File: src/rtl/param_seq_datapath.sv
// Self-sequencing register-file datapath: ALU plus iterative signed multiply/divide,
// started by a start/busy/done handshake and stepped by an internal T-state sequencer.
module param_seq_datapath #(
    parameter int DATA_W   = 32,
    parameter int NUM_REGS = 16,
    localparam int RAW     = $clog2(NUM_REGS)
) (
    input  logic              clock,
    input  logic              clear,
    input  logic              start,
    input  logic [3:0]        op,
    input  logic [RAW-1:0]    rd,
    input  logic [RAW-1:0]    rs,
    input  logic [RAW-1:0]    rt,
    input  logic [DATA_W-1:0] imm,
    input  logic              imm_sel,
    input  logic              wr_en,
    input  logic [RAW-1:0]    wr_addr,
    input  logic [DATA_W-1:0] wr_data,
    input  logic [RAW-1:0]    dbg_sel,
    output logic [DATA_W-1:0] dbg_data,
    output logic              busy,
    output logic              done,
    output logic              div_zero,
    output logic [DATA_W-1:0] result,
    output logic [DATA_W-1:0] hi_out,
    output logic [DATA_W-1:0] lo_out,
    output logic [2:0]        dbg_state
);
    localparam int SW = $clog2(DATA_W);
    localparam logic [SW-1:0] CNT_LAST = SW'(DATA_W - 1);
    localparam logic [3:0] OP_ADD = 4'd0, OP_SUB = 4'd1, OP_AND = 4'd2, OP_OR = 4'd3,
                           OP_SHR = 4'd4, OP_SHRA = 4'd5, OP_SHL = 4'd6, OP_ROR = 4'd7,
                           OP_ROL = 4'd8, OP_NEG = 4'd9, OP_NOT = 4'd10, OP_MUL = 4'd11,
                           OP_DIV = 4'd12, OP_MFHI = 4'd13, OP_MFLO = 4'd14, OP_LDI = 4'd15;

    typedef enum logic [2:0] {S_IDLE, S_LDY, S_EXEC, S_ITER, S_WB} state_t;
    state_t state_q, state_d;

    logic [DATA_W-1:0] regs [NUM_REGS];
    logic [3:0]        op_q;
    logic [RAW-1:0]    rd_q, rs_q, rt_q;
    logic [DATA_W-1:0] imm_q, y_q, zhi_q, zlo_q, hi_q, lo_q, result_q, m_q;
    logic              imm_sel_q, neg_q, rneg_q, dz_q, done_q, div_zero_q;
    logic [SW-1:0]     cnt_q;
    logic              accept, is_md;

    logic [DATA_W-1:0] b_val, alu_out, a_abs, b_abs;
    logic [SW-1:0]     sh;
    logic [DATA_W:0]   mul_sum, div_shift, div_trial;
    logic [DATA_W-1:0] step_hi, step_lo, fin_hi, fin_lo, q_fix, r_fix;
    logic [2*DATA_W-1:0] prod_fix;

    always_ff @(posedge clock or posedge clear) begin
        if (clear) state_q <= S_IDLE;
        else       state_q <= state_d;
    end

    always_comb begin
        state_d = state_q;
        accept  = 1'b0;
        case (state_q)
            S_IDLE: if (start) begin
                accept  = 1'b1;
                state_d = S_LDY;
            end
            S_LDY:  state_d = S_EXEC;
            S_EXEC: state_d = is_md ? S_ITER : S_WB;
            S_ITER: if (cnt_q == CNT_LAST) state_d = S_WB;
            S_WB:   state_d = S_IDLE;
            default: state_d = S_IDLE;
        endcase
    end

    assign is_md = (op_q == OP_MUL) || (op_q == OP_DIV);
    assign b_val = imm_sel_q ? imm_q : regs[rt_q];
    assign sh    = b_val[SW-1:0];
    assign a_abs = y_q[DATA_W-1] ? -y_q : y_q;
    assign b_abs = b_val[DATA_W-1] ? -b_val : b_val;

    always_comb begin
        alu_out = '0;
        case (op_q)
            OP_ADD:  alu_out = y_q + b_val;
            OP_SUB:  alu_out = y_q - b_val;
            OP_AND:  alu_out = y_q & b_val;
            OP_OR:   alu_out = y_q | b_val;
            OP_SHR:  alu_out = y_q >> sh;
            OP_SHRA: alu_out = $signed(y_q) >>> sh;
            OP_SHL:  alu_out = y_q << sh;
            OP_ROR:  alu_out = (y_q >> sh) | (y_q << (DATA_W - int'(sh)));
            OP_ROL:  alu_out = (y_q << sh) | (y_q >> (DATA_W - int'(sh)));
            OP_NEG:  alu_out = -b_val;
            OP_NOT:  alu_out = ~b_val;
            OP_MFHI: alu_out = hi_q;
            OP_MFLO: alu_out = lo_q;
            OP_LDI:  alu_out = imm_q;
            default: alu_out = '0;
        endcase
    end

    // Iteration works on magnitudes: MUL is shift-add over {zhi,zlo}, DIV is restoring
    // with zhi as remainder and zlo as quotient; signs are applied on the final step.
    always_comb begin
        mul_sum   = {1'b0, zhi_q} + (zlo_q[0] ? {1'b0, m_q} : '0);
        div_shift = {zhi_q, zlo_q[DATA_W-1]};
        div_trial = div_shift - {1'b0, m_q};
        if (op_q == OP_DIV) begin
            step_hi = div_trial[DATA_W] ? div_shift[DATA_W-1:0] : div_trial[DATA_W-1:0];
            step_lo = {zlo_q[DATA_W-2:0], ~div_trial[DATA_W]};
        end else begin
            step_hi = mul_sum[DATA_W:1];
            step_lo = {mul_sum[0], zlo_q[DATA_W-1:1]};
        end
        prod_fix = neg_q ? -{step_hi, step_lo} : {step_hi, step_lo};
        q_fix    = neg_q ? -step_lo : step_lo;
        r_fix    = rneg_q ? -step_hi : step_hi;
        if (op_q == OP_DIV) begin
            fin_hi = dz_q ? y_q : r_fix;
            fin_lo = dz_q ? {DATA_W{1'b1}} : q_fix;
        end else begin
            fin_hi = prod_fix[2*DATA_W-1:DATA_W];
            fin_lo = prod_fix[DATA_W-1:0];
        end
    end

    always_ff @(posedge clock or posedge clear) begin
        if (clear) begin
            op_q <= '0; rd_q <= '0; rs_q <= '0; rt_q <= '0; imm_q <= '0; imm_sel_q <= 1'b0;
            y_q <= '0; zhi_q <= '0; zlo_q <= '0; hi_q <= '0; lo_q <= '0; result_q <= '0;
            m_q <= '0; neg_q <= 1'b0; rneg_q <= 1'b0; dz_q <= 1'b0; cnt_q <= '0;
            done_q <= 1'b0; div_zero_q <= 1'b0;
        end else begin
            done_q <= 1'b0;
            if (accept) begin
                op_q <= op; rd_q <= rd; rs_q <= rs; rt_q <= rt;
                imm_q <= imm; imm_sel_q <= imm_sel; div_zero_q <= 1'b0;
            end
            case (state_q)
                S_LDY: y_q <= regs[rs_q];
                S_EXEC: begin
                    zhi_q <= '0;
                    if (is_md) begin
                        zlo_q  <= a_abs;
                        m_q    <= b_abs;
                        neg_q  <= y_q[DATA_W-1] ^ b_val[DATA_W-1];
                        rneg_q <= y_q[DATA_W-1];
                        dz_q   <= (b_val == '0);
                        cnt_q  <= '0;
                    end else begin
                        zlo_q <= alu_out;
                    end
                end
                S_ITER: begin
                    cnt_q <= cnt_q + 1'b1;
                    zhi_q <= (cnt_q == CNT_LAST) ? fin_hi : step_hi;
                    zlo_q <= (cnt_q == CNT_LAST) ? fin_lo : step_lo;
                end
                S_WB: begin
                    result_q <= zlo_q;
                    done_q   <= 1'b1;
                    if (is_md) begin
                        hi_q       <= zhi_q;
                        lo_q       <= zlo_q;
                        div_zero_q <= (op_q == OP_DIV) && dz_q;
                    end
                end
                default: ;
            endcase
        end
    end

    // WB and host writes are mutually exclusive because host writes need IDLE.
    always_ff @(posedge clock or posedge clear) begin
        if (clear) begin
            for (int i = 0; i < NUM_REGS; i++) regs[i] <= '0;
        end else if (state_q == S_WB && !is_md) begin
            regs[rd_q] <= zlo_q;
        end else if (wr_en && state_q == S_IDLE) begin
            regs[wr_addr] <= wr_data;
        end
    end

    assign dbg_data  = regs[dbg_sel];
    assign busy      = (state_q != S_IDLE);
    assign done      = done_q;
    assign div_zero  = div_zero_q;
    assign result    = result_q;
    assign hi_out    = hi_q;
    assign lo_out    = lo_q;
    assign dbg_state = state_q;
endmodule

File: config.mk
export PLATFORM = sky130hd
export DESIGN_NAME = param_seq_datapath
export DESIGN_NICKNAME = d
export VERILOG_FILES = /design/src/rtl/param_seq_datapath.sv
export SDC_FILE = /design/constraint.sdc
export NUM_CORES = 2
export LEC_CHECK = 0
export CORE_MARGIN = 3
export CORE_UTILIZATION = 39
export DETAILED_ROUTE_END_ITERATION = 8
export PLACE_DENSITY_LB_ADDON = 0.15
export SKIP_CTS_REPAIR_TIMING = 1
export SLEW_MARGIN = 20
export SYNTH_ARGS = -nofsm -noshare
export SYNTH_HDL_FRONTEND = slang
export SYNTH_SLANG_ARGS = --single-unit
export TNS_END_PERCENT = 5
File: constraint.sdc
create_clock -name clock -period 33.6 [get_ports clock]
set_clock_uncertainty 0.05 [all_clocks]
set_input_delay 3.36 -clock clock [delete_from_list [all_inputs] [get_ports clock]]
set_output_delay 3.36 -clock clock [all_outputs]
set_load 0.1 [all_outputs]
After elaboration in Yosys (flattened, before gate mapping)
Index checks and enable logic that the tools add are counted.
Storage, ports and cells
  register bits: 798
Operators by class
  $add $sub $neg: 11
  magnitude comparators: 7
  equal/unequal tests: 23
  shift operators: 5
  multiplexer cells: 49
  bitwise logic cells: 12
  reductions and logical operators: 17
Operator list (number)
  $bwmux W512: 2
  $mux W512: 2
  $mux W32: 24
  $pmux W32 S14: 1
  $bmux W32 S4: 3
  $demux W32 S4: 2
  $neg A32 Y32: 4
  $pmux W32 S2: 2
  $or A32 B32 Y32: 3
  $mux W64: 1
  $neg A64 Y64: 1
  $add A32 B32 Y33: 1
  $sub A33 B32 Y33: 1
  $add A32 B32 Y32: 1
  $and A32 B32 Y32: 1
  $eq A4 B4 Y1 const B: 8
  $logic_not A32 Y1: 1
  $not A32 Y32: 1
  $shl A32 B32 Y32: 1
  $shl A32 B5 Y32: 1
  $shr A32 B32 Y32: 1
  $shr A32 B5 Y32: 1
  $sshr A32 B5 Y32: 1
  $sub A32 B32 Y32: 1
  28 further kinds: 59

Depth between registers and ports, before layout
  depth after elaboration: 11
  gate-level depth with buffers: 33
  gate-level depth less buffers: 25

Worst setup path after synthesis
Ideal clock, no wire load.
  path type: input-to-output
  from: input dbg_sel[0]
  to: output dbg_data[11]
  data arrival time: 5707 ps
  data required time: 30190 ps
  setup slack: 24483 ps
  stages: 4
  cells stage by stage: clkbuf_1 -> buf_1 -> mux4_2 -> mux4_2
Between the ends
  longest elaborated chain between the ends: 4
RTL lines
  start: declaration: line 20  | input logic [RAW-1:0] dbg_sel,
  $not A4 Y5 (implied by the code): line 184  | assign dbg_data = regs[dbg_sel];
  $bmux W32 S4: line 184
  $mux W32 (implied by the code) (2 in series): line 184
  end: declaration: line 21  | output logic [DATA_W-1:0] dbg_data,
No other way between the ends. The select of a mux whose other input is x is not followed.

Worst setup path in the final report
  from: input dbg_sel[1]
  to: output dbg_data[8]
Same word-level chain as after synthesis.

==> flow_summary.yaml <==
outcome:
  result_of_the_run: "complete, no violations"
global_route:
  track_usage_pct: 39.89
  grt_max_degree: 94
  grt_first_pass_wirelength_mm: 482.0
  grt_pass1_vias: 59800
  grt_antenna_before_repair: 26
  grt.overflow.total: 0
worst_setup_path:
  crit-reg2reg-launch: "rt_q[1]"
  largest_fanout_on_the_critical_path: 69
  path_class: "in -> out"
  crit_path_start: "dbg_sel[1]"
  critical_path_source_type: "input port"
  worst_ep_required_time_ps: 30190
  data_arrival_time_of_the_critical_path_ps: 7010
  setup.worst_path.end_class: "primary output"
synth:
  synth_edf_count: 0
  syn-num-nets: 6882
  library_cells_used_by_synthesis: 101
  synthCells: 6679
  synth_async_sr_flop_share_pct: 100.0
  synthTopCellsByCount: "sky130_fd_sc_hd__o21ai_0 (828), sky130_fd_sc_hd__dfrtp_1 (798), sky130_fd_sc_hd__nand2_1 (547)"
  netlist_area_um2: 64410
  ys_seq_area_share_pct: 31.00
  synth.top_cell.area_share_pct: 31.00
  post-synth-top-count-cell: "sky130_fd_sc_hd__o21ai_0"
  yosys-top-cells-area: "sky130_fd_sc_hd__dfrtp_1 (31%), sky130_fd_sc_hd__mux4_2 (18%), sky130_fd_sc_hd__o21ai_0 (6.4%)"
  postSynthRegisterBits: 798
  yosysTopAreaCell: "sky130_fd_sc_hd__dfrtp_1"
  ys.flop_type: "sky130_fd_sc_hd__dfrtp_1"
  synth-warning-count: 0
  post_synth.cell_area_avg_um2: 9.644
detailed_routing:
  detailroute.via_count: 63800
  finalWirelength_mm: 348.5
  detail_route.first_pass.iterations: 6
  topRoutingLayerUsed: "met5"
  drt_drc_violations_left: 0
  antenna_left: 0
  wirelength_met1_mm: 132.9
  avgViaCountPerCell: 7.219
  detail_route.iter0.violations: 9881
  met3_length_mm: 41.54
  detailed_route_wire_length_per_cell_um: 39.44
  wl_met2_mm: 148.9
cts:
  tritoncts.num_buffers: 96
  cts_root_buf: "sky130_fd_sc_hd__clkbuf_16"
  cts_max_level: 3
  clk-insertion-delay-late_ps: 770
  longest_clk_path_bufs: 3
  cts_tree: "built"
  cts.sinks: 798
  clk_transition_reported_paths_ps: 60
final_layout:
  drive_gt1_share_pct: 18.37
  fillCellCount: 15730
  finish.net_count: 6776
  area.growth.synth_to_final_pct: 12.60
  flip_flop_count_of_the_largest_register_all_copies_and_words_added: 512
  top_register: "regs"
  finalInstanceArea_um2: 72530
  final_cell_count_no_fill: 8837
floorplan:
  die_h_um: 412.4
  effective_utilization_at_floorplan_pct: 39.44
  chip_width_um: 412.4
  design.portCount: 227
  core_region_area_um2: 163300
  rows: 148
  die_area_um2: 170100
run:
  drv.max_cap_violation_count: 0
placed_design:
  hpwl_mm: 232.5
  numPlacedInstances: 8647
  port_buffers: 226
  detailed_place.area_um2: 69140
  finalWeightedCongestion: 1.042
timing:
  timing.final.setup_violations: 0
  report.final.hold_viol_count: 0
  setup_repair_after_global_routing_missed_its_margin: "false"
  final.min_clock_period_ps: 10420
  max_freq_mhz: 95.93
  timing.max_slew.rel_slack_pct: 11.94
  timing.final.crit_share_pct: 31.02
  final.hold.worst_slack_ps: 454.3
  timing.final.max_slew_violations: 0
  setup-tns-final_ps: 0
  worst-slew-pin-transition_ps: 1321
min_path:
  hp-start: "result[16]"
  hold_path.class: "reg -> reg"
[final timing paths]
path / to / slack, ps / depth (start not counted)
max: dbg_data[8] / 23180 / 5
min: result[16] / 450 / 1
max reg2reg: zlo_q[31] / 24470 / 23
min reg2reg: result[16] / 450 / 1
max in group asynchronous: dz_q / 26440 / 6
min in group asynchronous: regs[287] / 3050 / 2
[per-layer routing]
layer,vias up,global-route usage [%]
met5,-,0.3736
met4,12,22.71
met3,1054,11.56
met2,4763,58.94
met1,32350,52.12
li1,25620,-
[area by class of cell]
class,count,area (um2),area share (%)
Clock buffer,141,2751,3.794
Inverter,80,310.3,0.4278
Tap cell,2175,2721,3.752
Clock inverter,37,516.7,0.7125
Timing Repair Buffer,476,4220,5.819
Multi-Input combinational cell,5121,41990,57.89
Sequential cell,798,20000,27.57
Antenna cell,9,22.52,0.03105
[through the flow]
| stage | util (%) | setup WS, ps |
|---|---|---|
| after detailed placement | 42.33 | 23220 |
| after global routing | 44.39 | 23090 |
| after CTS | 44.33 | 23220 |
| final | 44.41 | 23180 |
| after floorplan | - | 7781 |
| after global placement | 42.33 | 23270 |
[cell families after synthesis]
kind of cell               share of synthesized area (%)
AOI/OAI and AO/OA                                  23.40
xor gates and xnor gates                           3.263
adders and majority gates                          2.172
buffers and inverters                              4.676
DFF                                                31.00
muxes                                              24.85
and+or+nand+nor                                    10.63
[critical path, stage by stage]
cell,delay (ps)
sky130_fd_sc_hd__buf_6,580
sky130_fd_sc_hd__buf_4,890
sky130_fd_sc_hd__mux4_2,420
sky130_fd_sc_hd__mux4_2,640
sky130_fd_sc_hd__clkdlybuf4s50_1,1030
[placed cells by master, fill, tap and decap left out, types with 41 or more instances in the layout]
master,Yosys,layout
sky130_fd_sc_hd__xnor2_1,139,135
sky130_fd_sc_hd__mux2_2,188,188
sky130_fd_sc_hd__o21ai_0,828,828
sky130_fd_sc_hd__nand2_1,547,544
sky130_fd_sc_hd__clkdlybuf4s50_1,0,222
sky130_fd_sc_hd__buf_4,9,246
sky130_fd_sc_hd__o31ai_1,46,46
sky130_fd_sc_hd__nand4_1,46,46
sky130_fd_sc_hd__inv_1,76,74
sky130_fd_sc_hd__a221o_1,42,42
sky130_fd_sc_hd__clkbuf_16,0,97
sky130_fd_sc_hd__xor2_1,101,101
sky130_fd_sc_hd__nand3_1,87,87
sky130_fd_sc_hd__nor3_1,78,69
sky130_fd_sc_hd__nand2b_1,50,49
sky130_fd_sc_hd__a21o_1,41,41
sky130_fd_sc_hd__a21oi_1,351,335
sky130_fd_sc_hd__ha_1,107,107
sky130_fd_sc_hd__a22oi_1,518,518
sky130_fd_sc_hd__mux4_2,501,501
sky130_fd_sc_hd__o211ai_1,68,68
sky130_fd_sc_hd__nor2_1,383,363
sky130_fd_sc_hd__mux2i_1,255,250
sky130_fd_sc_hd__and2_1,80,79
sky130_fd_sc_hd__a211oi_1,69,69
sky130_fd_sc_hd__a31oi_1,46,46
sky130_fd_sc_hd__and3_1,46,46
sky130_fd_sc_hd__dfrtp_1,798,786
Power is left out: the tool's default activity adds up to more than one toggle a clock period on the data nets, which glitch-free logic cannot reach.
